==> src/rtl/loader_pkg.sv <==
// rtl/loader_pkg.sv - shared sizes and state encoding for the input loader
package loader_pkg;

   localparam int ADDR_W    = 13;
   localparam int DATA_W    = 12;
   localparam int MAX_WORDS = 8192;
   localparam int LEN_W     = 14;

   typedef enum logic [2:0] {
      IDLE,
      LEN_LO,
      LEN_HI,
      B0,
      B1,
      B2,
      DONE,
      ERR
   } state_t;

   // States in which the loader is consuming the host byte stream
   function automatic logic accepts_bytes(input state_t s);
      return (s == LEN_LO) || (s == LEN_HI) || (s == B0) || (s == B1) || (s == B2);
   endfunction

endpackage

==> src/rtl/input_loader_if.sv <==
// rtl/input_loader_if.sv - host byte stream in, input-array write port out
interface input_loader_if #(
   parameter int ADDR_W = loader_pkg::ADDR_W,
   parameter int DATA_W = loader_pkg::DATA_W
);

   logic              rx_valid;
   logic [7:0]        rx_data;
   logic              rx_ready;
   logic              in1_write;
   logic [ADDR_W-1:0] addr_in;
   logic [DATA_W-1:0] data_in;

   // Host / bench side: offers bytes, observes array writes
   modport master (
      output rx_valid, rx_data,
      input  rx_ready, in1_write, addr_in, data_in
   );

   // Loader side
   modport slave (
      input  rx_valid, rx_data,
      output rx_ready, in1_write, addr_in, data_in
   );

endinterface

==> src/rtl/input_loader_word_packer.sv <==
// rtl/input_loader_word_packer.sv - packs byte triples into two 12-bit words
module word_packer (
   input  logic        clk,
   input  logic        rst,
   input  logic        load_b0,
   input  logic        load_b1,
   input  logic [7:0]  rx_byte,
   output logic [11:0] w0,
   output logic [11:0] w1
);

   logic [7:0] b0_q;
   logic [3:0] b1_hi_q;

   // Hold b0 whole and only the upper nibble of b1; the lower nibble of b1
   // is consumed directly from the bus when it completes w0.
   always_ff @(posedge clk or posedge rst) begin
      if (rst) begin
         b0_q    <= '0;
         b1_hi_q <= '0;
      end else begin
         if (load_b0) b0_q    <= rx_byte;
         if (load_b1) b1_hi_q <= rx_byte[7:4];
      end
   end

   assign w0 = {rx_byte[3:0], b0_q};
   assign w1 = {rx_byte, b1_hi_q};

endmodule

==> src/rtl/input_loader.sv <==
// rtl/input_loader.sv - length-prefixed byte stream to input-array word loader
module input_loader #(
   parameter int ADDR_W = loader_pkg::ADDR_W,
   parameter int DATA_W = loader_pkg::DATA_W
) (
   input  logic           clk,
   input  logic           rst,
   input  logic           start,
   input_loader_if.slave  bus,
   output logic           busy,
   output logic           done,
   output logic           error
);

   import loader_pkg::*;

   state_t            state;
   logic [7:0]        len_lo;
   logic [LEN_W-1:0]  n_words;
   logic [LEN_W-1:0]  wr_cnt;
   logic              in1_write_q;
   logic [ADDR_W-1:0] addr_q;
   logic [DATA_W-1:0] data_q;
   logic              done_q;
   logic              error_q;

   logic              accept;
   logic              last_word;
   logic [LEN_W-1:0]  len_field;
   logic [11:0]       w0;
   logic [11:0]       w1;

   assign bus.rx_ready  = accepts_bytes(state);
   assign busy          = accepts_bytes(state);
   assign accept        = bus.rx_valid && bus.rx_ready;
   assign len_field     = {bus.rx_data[5:0], len_lo};
   assign last_word     = (wr_cnt + LEN_W'(1)) == n_words;

   assign bus.in1_write = in1_write_q;
   assign bus.addr_in   = addr_q;
   assign bus.data_in   = data_q;
   assign done          = done_q;
   assign error         = error_q;

   word_packer u_packer (
      .clk     (clk),
      .rst     (rst),
      .load_b0 (accept && !start && (state == B0)),
      .load_b1 (accept && !start && (state == B1)),
      .rx_byte (bus.rx_data),
      .w0      (w0),
      .w1      (w1)
   );

   // Loader FSM with address counter; start overrides any byte in flight
   always_ff @(posedge clk or posedge rst) begin
      if (rst) begin
         state       <= IDLE;
         len_lo      <= '0;
         n_words     <= '0;
         wr_cnt      <= '0;
         in1_write_q <= 1'b0;
         addr_q      <= '0;
         data_q      <= '0;
         done_q      <= 1'b0;
         error_q     <= 1'b0;
      end else begin
         in1_write_q <= 1'b0;
         if (start) begin
            state   <= LEN_LO;
            wr_cnt  <= '0;
            done_q  <= 1'b0;
            error_q <= 1'b0;
         end else if (accept) begin
            case (state)
               LEN_LO: begin
                  len_lo <= bus.rx_data;
                  state  <= LEN_HI;
               end
               LEN_HI: begin
                  n_words <= len_field;
                  if (len_field > LEN_W'(MAX_WORDS)) begin
                     state   <= ERR;
                     error_q <= 1'b1;
                  end else if (len_field == '0) begin
                     state  <= DONE;
                     done_q <= 1'b1;
                  end else begin
                     state <= B0;
                  end
               end
               B0: state <= B1;
               B1: begin
                  in1_write_q <= 1'b1;
                  addr_q      <= wr_cnt[ADDR_W-1:0];
                  data_q      <= DATA_W'(w0);
                  wr_cnt      <= wr_cnt + LEN_W'(1);
                  if (last_word) begin
                     state  <= DONE;
                     done_q <= 1'b1;
                  end else begin
                     state <= B2;
                  end
               end
               B2: begin
                  in1_write_q <= 1'b1;
                  addr_q      <= wr_cnt[ADDR_W-1:0];
                  data_q      <= DATA_W'(w1);
                  wr_cnt      <= wr_cnt + LEN_W'(1);
                  if (last_word) begin
                     state  <= DONE;
                     done_q <= 1'b1;
                  end else begin
                     state <= B0;
                  end
               end
               default: state <= state;
            endcase
         end
      end
   end

endmodule

==> src/flat_wrapper.sv <==
// flat-port wrapper written by rule: the top's interface ports become plain ports
module input_loader_flat import loader_pkg::*;
#(
   parameter int ADDR_W = loader_pkg::ADDR_W,
   parameter int DATA_W = loader_pkg::DATA_W
)
  (clk, rst, start, busy, done, error, bus_rx_valid, bus_rx_data, bus_rx_ready, bus_in1_write, bus_addr_in, bus_data_in);
  input_loader_if #(.ADDR_W(ADDR_W), .DATA_W(DATA_W)) bus_i ();
  input  logic clk;
  input  logic rst;
  input  logic start;
  output logic busy;
  output logic done;
  output logic error;
  input wire logic [$bits(bus_i.rx_valid)-1:0] bus_rx_valid;
  input wire logic [$bits(bus_i.rx_data)-1:0] bus_rx_data;
  output wire logic [$bits(bus_i.rx_ready)-1:0] bus_rx_ready;
  output wire logic [$bits(bus_i.in1_write)-1:0] bus_in1_write;
  output wire logic [$bits(bus_i.addr_in)-1:0] bus_addr_in;
  output wire logic [$bits(bus_i.data_in)-1:0] bus_data_in;
  assign bus_i.rx_valid = bus_rx_valid;
  assign bus_i.rx_data = bus_rx_data;
  assign bus_rx_ready = bus_i.rx_ready;
  assign bus_in1_write = bus_i.in1_write;
  assign bus_addr_in = bus_i.addr_in;
  assign bus_data_in = bus_i.data_in;
  input_loader #(.ADDR_W(ADDR_W), .DATA_W(DATA_W)) u_core (.clk(clk), .rst(rst), .start(start), .bus(bus_i), .busy(busy), .done(done), .error(error));
endmodule
==> config.mk <==
export PLATFORM = sky130hd
export DESIGN_NAME = input_loader_flat
export DESIGN_NICKNAME = d
export VERILOG_FILES = /design/src/rtl/loader_pkg.sv /design/src/rtl/input_loader_if.sv /design/src/rtl/input_loader_word_packer.sv /design/src/rtl/input_loader.sv /design/src/flat_wrapper.sv
export SDC_FILE = /design/constraint.sdc
export NUM_CORES = 1
export LEC_CHECK = 0
export ABC_AREA = 0
export BUFFER_PORTS_ARGS = -buffer_cell sky130_fd_sc_hd__buf_4
export CAP_MARGIN = 20
export CORE_ASPECT_RATIO = 0.6
export CORE_UTILIZATION = 45
export DETAILED_ROUTE_END_ITERATION = 10
export PLACE_DENSITY_LB_ADDON = 0.12
export SETUP_SLACK_MARGIN = 0.15
export SLEW_MARGIN = 25
export SYNTH_ARGS = -nofsm -noshare
export SYNTH_HDL_FRONTEND = slang
export SYNTH_HIERARCHICAL = 1
export SYNTH_SLANG_ARGS = --single-unit
==> constraint.sdc <==
create_clock -name clk -period 4.45 [get_ports clk]
set_input_delay 0.445 -clock clk [delete_from_list [all_inputs] [get_ports clk]]
set_output_delay 0.445 -clock clk [all_outputs]
set_load 0.005 [all_outputs]
# After elaboration in Yosys (flattened, before gate mapping)
# Cells that the tools add are included.
# classes
add_sub_neg,1
multipliers,0
n_div,0
n_lt_le_gt_ge,1
n_eq_ne,9
shift,0
n_mux,24
bitwise_logic,1
reduce_logical,26
# op_table
op,n
$mux W14,3
$pmux W12 S2,1
$mux W3,5
$pmux W3 S5,1
$reduce_and A3 Y1,5
$add A14 B1 Y14 const B,1
$eq A14 B14 Y1,1
$gt A14 B14 Y1 const B,1
$logic_not A14 Y1,1
$mux W1,12
$reduce_bool A2 Y1,5
$eq A3 B2 Y1 const B,2
$eq A3 B3 Y1 const B,2
$ne A3 B3 Y1 const B,2
$reduce_bool A6 Y1,1
$reduce_and A5 Y1,1
$logic_and A1 B1 Y1,4
$logic_or A1 B1 Y1,4
$reduce_and A2 Y1,2
$eq A3 B1 Y1 const B,1
$ne A3 B1 Y1 const B,1
$reduce_bool A3 Y1,1
$mux W2,1
$pmux W1 S2,1
other kinds (3),3
# totals
register_bits,79
latchBits,0
ramBits,0
rom_bits,0
in_bits,12
output_inout_bits,30
word_cells,73
mem_count,0

# Depth between registers and ports, before layout
# Gate-level depths: netlist (run 1).
# logic_depth
word_depth,8
mapped_depth,9
depth_no_buf,7

# By module
# The synthesis (run 1) kept the hierarchy.
# modules_own_cells
module,n_inst,cells_per_inst,area_per_inst_um2,seq_area_each_um2
input_loader,1,324,3434.5,1676.6
word_packer,1,38,570.5,300.3

# Least setup slack after synthesis (run 1)
# Ideal clock, no wire load.
# synth_path
kind,reg-to-reg
from,register u_core.wr_cnt[0]
to,register u_core.done_q (netlist: u_core/done)
setup_ns,0.096
arrival_ns,2.093
required_time_ns,4.354
setup_slack_ns,2.261
path_stages_with_launch,8
n_path_buf,0
period_less_slack_ns,2.189
cell_sequence,dfrtp_1 ha_1 and2_1 a2111oi_0 a31o_2 a21oi_1 a2111o_1 a311oi_2
# synth_via
elab_chain_cells,4
# synth_rtl
element,line_no,text
"start, declared",input_loader.sv:20,logic [LEN_W-1:0] wr_cnt;
"start signal, assigned",input_loader.sv:97,wr_cnt <= wr_cnt + LEN_W'(1);
"start signal, assigned",input_loader.sv:109,wr_cnt <= wr_cnt + LEN_W'(1);
$add A14 B1 Y14,input_loader.sv:37,assign last_word = (wr_cnt + LEN_W'(1)) == n_words;
$eq A14 B14 Y1,input_loader.sv:37,
$ne A3 B1 Y1 (no line),-,
$reduce_and A5 Y1 (no line),-,
"end signal, assigned",input_loader.sv:65,done_q <= 1'b0;
"end signal, assigned",input_loader.sv:72,done_q <= 1'b0;
"end signal, assigned",input_loader.sv:87,done_q <= 1'b1;
"end, declared",input_loader.sv:24,logic done_q;
# No other way between the ends.
# A chain may end at the register's enable or synchronous reset.

# Final worst setup path (run 1)
# Same ends and word-level chain as after synthesis.

==> flow_summary.toml, run 1 <==
[clock_network]
cts_resized = 0
cts_sinks = 79
clk-insertion-delay-late_ns = 0.34
cts_tree = "yes"
cts_setup_buffers = 0
cts_max_level = 3
clk_pin_slew_ns = 0.06
numCtsBuffers = 9
cts_hold_buffers = 0
clock_path_buffers = 2
root_buffer = "clkbuf_16"

[global_route]
grt_pass1_vias = 2688
grt-ovfl-total = 0
antenna_found_initial = 0
grt_first_pass_wirelength_mm = 14.52
grt_max_degree = 41
track_usage_pct = 21.42

[timing]
slew_headroom_pct = 35.65
max_freq_mhz = 410.4
slew_viol_final = 0
fin_crit_ns = 2.437
setup_viol = 0
fin_skew_ns = 0.006537
worstMarginPinSlew_ns = 0.9626
fin_tns_setup_ns = 0
hold_viol = 0
period_share_pct = 54.75
rsz0062_at_grt = "false"

[critical_path]
rr_endpoint = "u_core/done"
reg2reg_from = "u_core/wr_cnt[0]"
cp_data_arrival_time_ns = 2.68
critPathRequiredTime_ns = 4.70
reg2regPathDepth = 7
cp_max_fo = 6
ff2ff_setup_slack_ns = 2.01
critPathKind = "register to register"
start_kind = "register"
crit_path_end_kind = "register"

[yosys]
synthArstFlopShare_pct = 100.0
ys_types = 51
synth_edf_count = 0
syn_area_per_cell_um2 = 11.06
ys.warnings.count = 6
synth_ff_type = "dfrtp_1"
syn_area_um2 = 4005
synth-seq-cells = 79
yosysSeqAreaShare_pct = 49.36
synthCells = 362
syn-num-nets = 377

[placement]
gp_congestion = 0.8777
port_buffers = 41
place_hpwl_mm = 6.209
dpl_cell_area_um2 = 4279

[pwr]
ir_drop_mv = 0.1923
power.density_nw_per_um2 = 498.7
p_leak_nw = 2.138

[floorplanning]
die_w_um = 123.8
core_um2 = 8556
start_util_pct = 46.81
die-area_um2 = 9294
row_count = 26
io_pins = 42
die_h_um = 75.08

[status]
status = "finished, final reports clean"

[routing]
dr.pass1.iters = 4
avgViaCountPerCell = 5.468
drtAntennaViolNets = 0
wl_per_cell_um = 17.37
initialDrtViolationCount = 169
vias = 2734
routed_wl_mm = 8.684
drcViolationCount = 0

[layout]
syn2layout_area_growth_pct = 13.84
fin_nets = 398
antenna_cells = 0
design_area_um2 = 4559
multi_input_area_um2 = 1797
drive_above_1_share_pct = 27.32
num-fill-cells = 749
regArea_um2 = 1977

[run]
cap_violations = 0

[min_path]
hp-class = "input port to asynchronous set/reset pin"
critical path, cell delays in order, from the launching register on:
cell and delay [ns]:
dfrtp_1 0.46, ha_1 0.29, nand3_1 0.16, xnor2_1 0.17, nor4_1 0.34, nand4_1 0.14, a2111o_1 0.50, a311oi_2 0.28
routing by layer:
metal	up-vias	global-route usage (%)	routed length, µm	share of wire [%]
met5	-	0	0	0
met1	1359	32.45	4767	55
met4	0	5.756	68	0.78
met2	59	28.83	3369	39
met3	4	6.970	480	5.5
li1	1312	-	-	-
synth_stat cells, types with 4 or more instances:
master    instances  share of area [%]
inv_1            10               0.94
mux2_2           33                9.3
nand4_1           8                1.2
o21ai_0          20                2.5
mux2i_1          12                3.0
xor2_1           12                2.6
clkbuf_1         11                1.0
a21oi_1           7               0.87
and3_1            5               0.78
nand2_1          27                2.5
mux2_1            5                1.4
buf_2             7               0.87
nor4_1            4               0.62
nand3_1           9                1.1
xnor2_1          15                3.3
dfrtp_1          79                 49
mux2_4            8                3.0
or3_1             7                1.1
nor3_1            7               0.87
buf_4            14                2.6
nor2_1           22                2.1
power breakdown:
group	internal (W)	switching, W	leakage, nW
clock network	0.000406	0.000278	0.136
registers	0.000889	0.000141	1.05
logic	0.000316	0.000243	0.952
total	0.00161	0.000662	2.14
per-stage QoR:
step	util, %	setup WS, ns	cells	hold slack [ns]	total power [W]
after global placement	50.01	2.120	484	0.4634	0.001590
after global routing	53.29	1.815	500	0.1802	0.002408
after CTS	53.26	2.008	500	0.1531	0.002289
after detailed placement	50.01	2.021	484	0.4727	0.001598
after floorplan	-	2.261	362	0.3097	0.001430
final	53.29	2.013	500	0.1480	0.002274
flip-flops by register name, indices dropped and copies added, names as in the netlist, 3 cells and up:
register                 cells
u_core/bus.data_in          12
u_core/u_packer/b0_q         8
u_core/state                 3
u_core/bus.addr_in          13
u_core/u_packer/b1_hi_q      4
u_core/len_lo                8
u_core/n_words              14
u_core/wr_cnt               14
logic make-up (layout without fill, tap and decap cells):
| group | after synthesis | after routing | synth area share [%] |
|---|---|---|---|
| simple gates | 103 | 103 | 13.00 |
| flops | 79 | 79 | 49.36 |
| mux | 58 | 58 | 16.68 |
| compound gates | 48 | 48 | 8.279 |
| buf+inv | 44 | 70 | 5.842 |
| xor+xnor | 27 | 27 | 5.904 |
| fa+ha+maj | 3 | 3 | 0.9373 |
layout make-up:
class	count	share of cell area [%]
sequential	79	43.36
multi-input combinational	239	39.41
timing repair buffer	44	7.245
clock buffer	13	5.708
tap	112	3.074
inverter	10	0.8233
clock inverter	3	0.3842
how the worst max path moves through the flow:
stage | from | slack (ns) | end
after floorplan | u_core/wr_cnt[0] | 2.26 | u_core/done
after global placement | u_core/wr_cnt[0] | 2.12 | u_core/done
after detailed placement | u_core/wr_cnt[0] | 2.02 | u_core/done
after CTS | u_core/wr_cnt[0] | 2.01 | u_core/done
after global routing | u_core/wr_cnt[0] | 1.81 | u_core/done
final | u_core/wr_cnt[0] | 2.01 | u_core/done
placed cells by master, fill, tap and decap left out, types with 4 or more instances in the layout:
master | synthesis | layout
dfrtp_1 | 79 | 79
buf_4 | 14 | 44
mux2_2 | 33 | 33
nand2_1 | 27 | 27
nor2_1 | 22 | 21
o21ai_0 | 20 | 20
xnor2_1 | 15 | 15
xor2_1 | 12 | 12
mux2i_1 | 12 | 12
clkbuf_16 | 0 | 9
inv_1 | 10 | 9
nand3_1 | 9 | 9
nand4_1 | 8 | 8
mux2_4 | 8 | 8
or3_1 | 7 | 7
nor3_1 | 7 | 7
a21oi_1 | 7 | 7
and3_1 | 5 | 5
mux2_1 | 5 | 5
nor4_1 | 4 | 4
(Power assumes the default switching activity.)
==> run 2, diff against run 1 <==
- clock period: 4.45 -> 2.32 ns (I/O delays scaled with it)
==> flow_summary.toml, run 2 (synthesized netlist as in run 1, its figures left out) <==
[timing]
fin_skew_ns = 0.008172
max_freq_mhz = 468.6
worstMarginPinSlew_ns = 0.5589
slew_headroom_pct = 62.69
rsz0062_at_grt = "true"
setup_viol = 0
hold_viol = 0
fin_tns_setup_ns = 0
fin_ws_ns = 0.1861
slew_viol_final = 0
fin_crit_ns = 2.134
hold_ws_ns = 0.1608
period_share_pct = 91.98

[global_route]
grt_pass1_vias = 2665
antenna_found_initial = 0
grt_first_pass_wirelength_mm = 14.39
track_usage_pct = 21.31
grt-ovfl-total = 0
grt_max_degree = 28

[clock_network]
cts_max_level = 3
clk_pin_slew_ns = 0.06
clk-insertion-delay-late_ns = 0.34
clock_path_buffers = 2
cts_sinks = 79
numCtsBuffers = 9
root_buffer = "clkbuf_16"
cts_tree = "yes"

[critical_path]
crit_buf_inv = 0
crit_family = "compound AO/OA/AOI/OAI gates"
start_kind = "register"
crit_chain = "ha_4 > nand3_2 > xnor2_1 > nor4_2 > nand4_1 > a2111o_1 > o31ai_1"
critPathKind = "register to register"
cp_slowest_stage_delay_ns = 0.50
worst_path_max_delay_cell = "a2111o_1"
critPathRequiredTime_ns = 2.56
crit_path_end_kind = "register"
cp_max_fo = 5
cp_data_arrival_time_ns = 2.38

[pwr]
combPwrFrac_pct = 25.5
p_leak_nw = 2.270
netSwitchingPower_w = 0.001302
ir_drop_mv = 0.4076
clock_power_share_pct = 30.9
power.density_nw_per_um2 = 931.4
p_int_w = 0.003214
seqPwrFrac_pct = 43.6
p_total_w = 0.004516
switching_share_pct = 28.83

[placement]
place_ws_ns = 0.06261
place_hpwl_mm = 6.347
port_buffers = 41
gp_congestion = 0.8728
dpl_cell_area_um2 = 4388

[floorplanning]
row_count = 26
start_util_pct = 46.81
core_um2 = 8556
die_h_um = 75.08
die-area_um2 = 9294
die_w_um = 123.8
io_pins = 42

[routing]
drcViolationCount = 0
wl_per_cell_um = 17.17
vias = 2857
initialDrtViolationCount = 216
routed_wl_mm = 9.016
drtAntennaViolNets = 0
dr.pass1.iters = 4
avgViaCountPerCell = 5.442

[layout]
fin_nets = 424
drive_above_1_share_pct = 34.87
layout.cells.most_common = "dfrtp_1"
layout_common_cells = "75 x dfrtp_1, 64 x buf_4, 33 x mux2_2, 27 x nand2_1, 22 x nor2_1"
antenna_cells = 0
design_area_um2 = 4848
syn2layout_area_growth_pct = 21.06

[status]
status = "finished, final reports clean"

[min_path]
hp-class = "input port to register"

[run]
cap_violations = 0
==> run 2: cell count changes in the layout (fill, tap and decap cells not counted), moves of 2 or more <==
cell / change
and2_1: -2
buf_4: +20
buf_6: +4
ha_1: -2
and4_2: +2
dfrtp_2: +4
and4_1: -2
dfrtp_1: -4
==> run 2: repair_timing <==
item	4_1_cts	5_1_grt
hold endpoints to repair	35	0
hold buffers	1	0
pin swaps	5	6
cloned	1	0
setup endpoints to repair	4	20
gates resized for setup	9	11
buffers inserted	5	5
==> run 2: stage by stage <==
stage | instances | util [%]
final | 525 | 56.67
after global routing | 525 | 56.67
after CTS | 520 | 55.67
after detailed placement | 498 | 51.29
after global placement | 498 | 51.29
after floorplan | 362 | -
==> run 2: worst register-to-register path, delay by kind of cell, from the launching register on <==
kind	cells	cell delay, ns
compound gates	2	0.77
xor+xnor	1	0.16
fa+ha+maj	1	0.21
flops	1	0.42
simple gates	3	0.48
==> run 2: area by class of cell <==
type                    instances  area (µm²)
fillers                       752        3707
inverters                      10       37.54
multi-input cells             240        1863
clock buffers                  12       246.5
clock inverters                 3       43.79
well taps                     112       140.1
repair buffers                 69       535.5
flip-flops and latches         79        1982
==> run 2: worst paths after layout <==
| path | slack (ns) | depth (start not counted) | end | start |
|---|---|---|---|---|
| setup reg to reg | 0.19 | 7 | u_core/state[1] | u_core/wr_cnt[0] |
| min in group asynchronous | 0.49 | 3 | u_core/u_packer/b0_q[3] | rst |
| max in group asynchronous | 1.08 | 4 | u_core/wr_cnt[3] | rst |
| hold / removal | 0.16 | 2 | u_core/u_packer/b0_q[7] | bus_rx_data[7] |
| setup / recovery | 0.19 | 7 | u_core/state[1] | u_core/wr_cnt[0] |
| hold reg to reg | 0.48 | 2 | u_core/bus.data_in[9] | u_core/bus.data_in[9] |
==> run 2: routing by layer <==
layer  wire, µm  track usage, %  part of all wire (%)
met3        425           7.652                   4.7
met5          0               0                     0
met1       4885           31.90                    54
met4         72           4.819                  0.80
met2       3633           29.01                    40
==> run 2: power by group through the flow <==
stage / logic, W / registers [W] / clock network (W)
final: 0.00115 / 0.00197 / 0.00140
after CTS: 0.00113 / 0.00196 / 0.00143
after global placement: 0.00110 / 0.00198 / 0
after global routing: 0.00128 / 0.00201 / 0.00150
after detailed placement: 0.00112 / 0.00198 / 0
after floorplan: 0.000842 / 0.00190 / 0
